[src/rtl/mul_div_32_pkg.sv]
// Shared encodings for the iterative multiply/divide unit.
// Operation codes match the 2-bit op field driven by the execute stage.
package mul_div_32_pkg;

    typedef enum logic [1:0] {
        OP_MULTU = 2'b00,
        OP_MULT  = 2'b01,
        OP_DIVU  = 2'b10,
        OP_DIV   = 2'b11
    } op_e;

    typedef enum logic [1:0] {
        S_IDLE = 2'b00,
        S_RUN  = 2'b01,
        S_FIX  = 2'b10
    } state_e;

endpackage

[src/rtl/mul_div_32.sv]
// Iterative signed/unsigned multiply and divide, one bit per clock.
// Results land in hi/lo after a sign-fix cycle; divide-by-zero finishes at once.
module mul_div_32
    import mul_div_32_pkg::*;
#(
    parameter int WIDTH = 32,
    parameter int CNT_W = 6
) (
    input  logic             clk,
    input  logic             rst,
    input  logic             start,
    input  logic [1:0]       op,
    input  logic [WIDTH-1:0] a,
    input  logic [WIDTH-1:0] b,
    output logic             busy,
    output logic             done,
    output logic             dz,
    output logic [WIDTH-1:0] hi,
    output logic [WIDTH-1:0] lo
);

    state_e               r_state;
    op_e                  r_op;
    logic                 r_neg_q;
    logic                 r_neg_r;
    logic [CNT_W-1:0]     r_cnt;
    logic [2*WIDTH-1:0]   r_acc;
    logic [2*WIDTH-1:0]   r_x;
    logic [WIDTH-1:0]     r_y;
    logic                 r_busy;
    logic                 r_done;
    logic                 r_dz;
    logic [WIDTH-1:0]     r_hi;
    logic [WIDTH-1:0]     r_lo;

    logic                 w_sgn;
    logic [WIDTH-1:0]     w_abs_a;
    logic [WIDTH-1:0]     w_abs_b;
    logic                 w_run_div;
    logic [2*WIDTH-1:0]   w_sh;
    logic [WIDTH:0]       w_diff;
    logic [2*WIDTH-1:0]   w_acc_nxt;
    logic [2*WIDTH-1:0]   w_prod;
    logic [WIDTH-1:0]     w_q;
    logic [WIDTH-1:0]     w_r;

    assign w_sgn   = op[0];
    assign w_abs_a = (w_sgn && a[WIDTH-1]) ? -a : a;
    assign w_abs_b = (w_sgn && b[WIDTH-1]) ? -b : b;

    assign w_run_div = (r_op == OP_DIVU) || (r_op == OP_DIV);

    // Divide keeps {remainder, quotient} in one register; quotient bits
    // shift in from the right as the dividend bits shift out the top.
    assign w_sh   = {r_acc[2*WIDTH-2:0], 1'b0};
    assign w_diff = {1'b0, w_sh[2*WIDTH-1:WIDTH]} - {1'b0, r_y};

    always_comb begin
        w_acc_nxt = r_acc;
        if (w_run_div) begin
            if (!w_diff[WIDTH])
                w_acc_nxt = {w_diff[WIDTH-1:0], w_sh[WIDTH-1:1], 1'b1};
            else
                w_acc_nxt = w_sh;
        end else if (r_y[0]) begin
            w_acc_nxt = r_acc + r_x;
        end
    end

    assign w_prod = r_neg_q ? -r_acc : r_acc;
    assign w_q    = r_neg_q ? -r_acc[WIDTH-1:0] : r_acc[WIDTH-1:0];
    assign w_r    = r_neg_r ? -r_acc[2*WIDTH-1:WIDTH]
                            : r_acc[2*WIDTH-1:WIDTH];

    always_ff @(posedge clk or posedge rst) begin
        if (rst) begin
            r_state <= S_IDLE;
            r_op    <= OP_MULTU;
            r_neg_q <= 1'b0;
            r_neg_r <= 1'b0;
            r_cnt   <= '0;
            r_acc   <= '0;
            r_x     <= '0;
            r_y     <= '0;
            r_busy  <= 1'b0;
            r_done  <= 1'b0;
            r_dz    <= 1'b0;
            r_hi    <= '0;
            r_lo    <= '0;
        end else begin
            r_done <= 1'b0;
            case (r_state)
                S_IDLE: begin
                    if (start) begin
                        if (op[1] && (b == '0)) begin
                            r_hi   <= a;
                            r_lo   <= '1;
                            r_dz   <= 1'b1;
                            r_done <= 1'b1;
                        end else begin
                            r_op    <= op_e'(op);
                            r_neg_q <= w_sgn & (a[WIDTH-1] ^ b[WIDTH-1]);
                            r_neg_r <= w_sgn & a[WIDTH-1];
                            r_x     <= {{WIDTH{1'b0}}, w_abs_a};
                            r_y     <= w_abs_b;
                            r_acc   <= op[1] ? {{WIDTH{1'b0}}, w_abs_a}
                                             : '0;
                            r_cnt   <= '0;
                            r_busy  <= 1'b1;
                            r_state <= S_RUN;
                        end
                    end
                end
                S_RUN: begin
                    r_acc <= w_acc_nxt;
                    r_x   <= r_x << 1;
                    r_y   <= w_run_div ? r_y : (r_y >> 1);
                    r_cnt <= r_cnt + 1'b1;
                    if (r_cnt == CNT_W'(WIDTH-1))
                        r_state <= S_FIX;
                end
                S_FIX: begin
                    if (w_run_div) begin
                        r_hi <= w_r;
                        r_lo <= w_q;
                    end else begin
                        r_hi <= w_prod[2*WIDTH-1:WIDTH];
                        r_lo <= w_prod[WIDTH-1:0];
                    end
                    r_dz    <= 1'b0;
                    r_done  <= 1'b1;
                    r_busy  <= 1'b0;
                    r_state <= S_IDLE;
                end
                default: r_state <= S_IDLE;
            endcase
        end
    end

    assign busy = r_busy;
    assign done = r_done;
    assign dz   = r_dz;
    assign hi   = r_hi;
    assign lo   = r_lo;

endmodule
[config.mk]
export PLATFORM = sky130hd
export DESIGN_NAME = mul_div_32
export DESIGN_NICKNAME = d
export VERILOG_FILES = /design/src/rtl/mul_div_32_pkg.sv /design/src/rtl/mul_div_32.sv
export SDC_FILE = /design/constraint.sdc
export NUM_CORES = 1
export LEC_CHECK = 0
export BUFFER_PORTS_ARGS = -buffer_cell sky130_fd_sc_hd__buf_2
export CORE_AREA = 4 4 190 192
export CTS_CLUSTER_SIZE = 20
export DETAILED_ROUTE_END_ITERATION = 10
export DIE_AREA = 0 0 194 196
export PLACE_DENSITY = 0.77
export SYNTH_ARGS = -nofsm -noshare
export SYNTH_HDL_FRONTEND = slang
export SYNTH_SLANG_ARGS = --single-unit
[constraint.sdc]
create_clock -name clk -period 7.84 [get_ports clk]
set_input_delay 0 -clock clk [delete_from_list [all_inputs] [get_ports clk]]
set_output_delay 0 -clock clk [all_outputs]
set_load 0.02 [all_outputs]
* Word level (Yosys, flattened, before mapping)
Cells that the tools add are included.
** Word-level totals
- Register bits after elaboration :: 239
- Latch bits :: 0
- Memory bits (read-only) :: 0
- Memories kept :: 0
- Bits of input ports :: 69
- Word-level logic and storage cells :: 94
- Memory bits (writable) :: 0
- Output and inout bits :: 67
** Cells by class
- $mul :: 0
- Add/subtract/negate cells :: 8
- Divide/modulo/power cells :: 0
- Order comparisons :: 0
- Equal/unequal tests :: 11
- Reduce and logical (&&, ||, !) cells :: 15
- Muxes and demuxes :: 43
- Shifts and indexed selects :: 0
- Bitwise gates (word level) :: 4
** Operators with widths (number)
- two-way mux 64 bit :: 8
- two-way mux 32 bit :: 14
- case mux 64 bit (2 select lines) :: 2
- case mux 32 bit (2 select lines) :: 3
- negator 32 bit :: 4
- adder 64 bit :: 1
- negator 64 bit :: 1
- subtractor 32 x 32 -> 33 bit :: 1
- logical NOT 32 bit :: 1
- AND reduction 3 bit :: 5
- two-way mux 6 bit :: 2
- case mux 6 bit (2 select lines) :: 1
- != test 2 bit (second input constant) :: 5
- AND reduction 4 bit :: 2
- adder 6 x 1 -> 6 bit (second input constant) :: 1
- equality test 2 bit (second input constant) :: 3
- equality test 6 x 5 -> 1 bit (second input constant) :: 1
- two-way mux 1 bit :: 6
- two-way mux 2 bit :: 3
- case mux 1 bit (2 select lines) :: 3
- case mux 2 bit (2 select lines) :: 1
- nonzero test 2 bit :: 2
- logical AND 1 bit :: 3
- != test 3 bit (second input constant) :: 1
- other kinds (6) :: 7

* Logic depth before layout (Yosys ltp)
- Depth in word-level cells :: 6
- Mapped depth :: 15
- Gate-level depth less buffers :: 13

* Least setup slack after synthesis
No wires, ideal clock.
- Path type :: register -> register
- Start :: register r_acc[31]
- End :: register r_acc[47]
- Path buffers :: 2
- Slack :: 4.493 ns
- Required time :: 7.719 ns
- Clock period less this slack :: 3.347 ns
- Arrival :: 3.226 ns
- Cell stages (with the launch flop) :: 16
- Path through :: dfrtp_1 inv_1 ha_1 fa_1 nor2b_1 o211ai_1 a22oi_1 a31oi_1 o21a_1 o31ai_2 a21o_1 buf_4 buf_6 mux2i_1 a21oi_1 a22o_1
** Between the ends
- Longest elaborated chain between the ends :: 4
- Elaborated cells on any way between the ends :: 6
- Those cells by class :: add/sub: 2; mux: 4
** Ends and longest elaborated chain
- from (decl) :: line mul_div_32.sv:27 : logic [2*WIDTH-1:0] r_acc;
- from (signal assigned) :: line mul_div_32.sv:106 : r_acc <= op[1] ? {{WIDTH{1'b0}}, w_abs_a}
- from (signal assigned) :: line mul_div_32.sv:115 : r_acc <= w_acc_nxt;
- adder 64 bit / subtractor 32 x 32 -> 33 bit (equally long branches) :: line mul_div_32.sv:66, mul_div_32.sv:56
- two-way mux 64 bit, on equally long branches :: line mul_div_32.sv:65, mul_div_32.sv:61
- two-way mux 64 bit * :: line mul_div_32.sv:60 : if (w_run_div) begin
- case mux 64 bit (2 select lines) * :: line mul_div_32.sv:92 : case (r_state)
Every way passes the cells marked *; elsewhere a longest branch is shown, timed or not. The select of a mux whose other input is x is not followed.
A chain may end at the register's enable or synchronous reset.

* Worst setup path after layout
- Start :: register r_acc[31]
- End :: register r_acc[41]
The elaborated chain is that of the path after synthesis.

==> Flow_metrics.wiki <==
{| class="wikitable"
! Metric !! Value
|-
| Kind of start point of the critical path || register
|-
| Unrepaired setup endpoints after global routing || no
|-
| Wire length per cell after detailed routing || 21.3 um
|-
| Detail-routed via count per cell || 6.35
|-
| Net count after synthesis || 2557
|-
| Number of warning messages in the yosys log || 0
|-
| Floorplan Core Area || 34400 um2
|-
| Fmax achieved || 0.234 GHz
|-
| CTS tree || yes
|-
| Total number of H-tree levels || 1
|-
| Remaining antenna violation count || 0
|-
| Global-route wire length before repair || 99200 um
|-
| Power density of the placed cells || 470 nW/um2
|-
| Tcrit/Tclk final || 54.5%
|-
| Required time reported for the critical path endpoint || 8.27 ns
|-
| Number of failing hold endpoints at the final stage || 0
|-
| DRC violation count after routing || 0
|-
| Async S/R FF share, synth || 100%
|-
| Post-Route Setup TNS || 0 ns
|-
| Total detailed-routing wirelength || 63600 um
|-
| Layout Skew || 0.0102 ns
|-
| Final RePlAce weighted congestion || 0.966
|-
| Category of the most critical setup path || register to register
|-
| Initial antenna violation count || 0
|-
| Cell taking the most area after synthesis || dfrtp_1
|-
| Sequential area share after synthesis || 31.3%
|-
| Post-layout nets || 2679
|-
| CTS Buffer Depth || 3
|-
| Via count of the first global-routing pass || 18400
|-
| Area taken by multi-input logic gates || 12200 um2
|-
| Die width || 194 um
|-
| Final period demand of the worst path || 4.28 ns
|-
| Synthesized area divided by synthesized cell count || 7.97 um2
|-
| Worst setup slack before clock tree synthesis || 3.66 ns
|-
| Number of placement rows || 68
|-
| Post-CTS Setup Repair Bufs || 0
|-
| Number of inserted diodes || 0
|-
| Starting density of the core || 55.3%
|-
| Filler cell count || 3040
|-
| Total of flip-flops plus latches after synthesis || 238
|-
| Placed cells || 2861
|-
| Share of final-layout standard cells stronger than drive strength 1 || 9.97%
|-
| Netlist area before placement || 19000 um2
|-
| Syn Inst Count || 2386
|-
| Number of buffers inserted by port buffering || 135
|-
| CTS sink cnt || 238
|-
| GR Util All Layers || 32.1%
|-
| Clock transition at the register clock pins on the worst setup and hold paths after CTS || 0.06 ns
|-
| Worst endpoint data arrival time || 4.70 ns
|-
| Distinct cell type count after synthesis || 87
|-
| Final instance count without filler cells || 2983
|-
| Hold_buf cts || 71
|-
| Number of clock buffers inserted by TritonCTS || 29
|-
| Leak pwr || 0.00926 uW
|-
| Worst relative slew slack || 27.2%
|-
| Synth-to-layout area growth || 12.9%
|-
| Top area cells in the synthesized netlist || dfrtp_1 31%, a21oi_1 7.4%, ha_1 6.6%, nor2_1 5.4%, o21ai_0 4.8%
|-
| Worst vdd rail ir drop || 0.390 mV
|-
| Largest net degree at the start of global routing || 102
|-
| Pin slew with the least headroom to its limit || 1.09 ns
|-
| Max Transition Viols Final || 0
|-
| Worst Setup End Kind || register
|-
| Ports || 136
|-
| Outcome || completed
|-
| Area enclosed by the die boundary || 38000 um2
|-
| Number of enable flip-flop cells after synthesis || 0
|-
| Setup violations, final || 0
|-
| Dominant synthesized flop cell || dfrtp_1
|-
| Sum of net half-perimeters after detailed placement || 46400 um
|-
| Overall power after layout || 10100 uW
|-
| Critical path peak fanout || 17
|-
| Max cap viols || 0
|-
| Worst min-delay path class || input port to async pin
|-
| Overflow left after global routing || 0
|-
| Minimum setup slack in the final design || 3.56 ns
|-
| Initial DRC Count || 1798
|-
| Number of resized instances in the post-cts repair step || 0
|-
| Share of the synthesized area in the top cell type || 31.3%
|-
| Vertical die dimension || 196 um
|-
| Total via count in the routed design || 18900
|-
| Clock tree root buffer cell || clkbuf_16
|-
| Detailed-router iteration count before antenna repair || 6
|-
| Register area || 5960 um2
|-
| Clock latency of the later-clocked register in the worst-skew pair || 0.57 ns
|}
-- sequential cells by signal, indices dropped and copies added, names as in the netlist, 2 cells and up --
name,flops
r_state,2
hi,32
r_x,64
r_y,32
r_acc,64
lo,32
r_cnt,6
-- final timing paths --
kind,depth (start not counted),startpoint,slack (ns),endpoint
setup / recovery,13,r_acc[31],3.56,r_acc[41]
hold reg to reg,2,r_y[9],0.48,r_y[9]
min in group clk,4,a[4],0.28,hi[4]
max in group asynchronous,4,rst,6.21,r_x[11]
setup reg to reg,13,r_acc[31],3.56,r_acc[41]
hold / removal,3,rst,0.07,lo[3]
-- placed cells by master, fill, tap and decap left out, types with 16 or more instances in the layout --
cell / n
o211ai_1: 16
ha_1: 100
dlygate4sd3_1: 71
nand4_1: 23
dfrtp_1: 237
xor2_1: 97
nand2_1: 240
nand2b_1: 17
a22oi_1: 16
buf_4: 20
a22o_1: 40
o21ai_1: 19
a21oi_1: 281
o21bai_1: 19
nor3_1: 40
nor2b_1: 18
clkbuf_16: 29
nor4_1: 17
xnor2_1: 99
or3_1: 23
nand3_1: 34
o21ai_0: 184
a21o_1: 58
nor2_1: 273
o21a_1: 19
a31oi_1: 36
o31ai_1: 28
inv_1: 74
mux2i_1: 22
buf_2: 135
-- cell families after synthesis --
| kind of cell | synth area share, % |
|---|---|
| and+or+nand+nor | 18.6 |
| adders and majority gates | 6.79 |
| muxes | 1.69 |
| xor gates and xnor gates | 9.03 |
| DFF | 31.3 |
| AOI/OAI and AO/OA | 27.9 |
| buffers and inverters | 4.67 |
-- per-stage QoR --
| step | utilization, % | hold slack [ns] | cell area, um2 |
|---|---|---|---|
| detailed placement | 57.8 | 0.176 | 19900 |
| global placement | 57.8 | 0.169 | 19900 |
| CTS | 62.4 | 0.118 | 21500 |
| finish | 62.4 | 0.0669 | 21500 |
| floorplan | - | 0.133 | 19000 |
| global route | 62.4 | 0.161 | 21500 |
-- cell usage after synthesis (40+ instances only) --
cell      instances
a22o_1           40
nor2_1          275
nor3_1           40
xnor2_1          99
clkbuf_1         92
xor2_1           97
a21oi_1         282
dfrtp_1         238
a21o_1           58
o21ai_0         184
nand2_1         242
inv_1            75
ha_1            100
-- where the power goes --
group	internal [uW]	switching [uW]	total (uW)
registers	1670	752	2420
clock network	748	542	1290
logic	2540	3830	6370
-- worst max-delay path, cell delays in order, from the launching register on --
cell and delay (ns):
dfrtp_1 0.43, inv_1 0.14, ha_1 0.24, fa_1 0.40, nor2b_1 0.18, o211ai_1 0.13, a22oi_1 0.35, a31oi_1 0.27
o21a_1 0.29, o31ai_2 0.35, a21o_1 0.66, mux2_2 0.41, a22oi_1 0.16, o21ai_0 0.11
-- per-layer routing --
layer / vias up / global-route usage, % / share of wire, %
met5: - / 0 / 0
met3: 212 / 5.27 / 7.5
met1: 9086 / 38.9 / 39
li1: 8849 / - / -
met2: 801 / 56.2 / 48
met4: 0 / 14.6 / 5.3
-- area by class of cell --
cell class	instances	share of cell area, %
inverters	78	1.40
multi-input cells	1935	56.9
clock inverters	9	0.379
repair buffers	226	7.16
clock buffers	42	3.80
flip-flops and latches	238	27.8
well taps	455	2.65
Power figures use the tool's default switching activity.
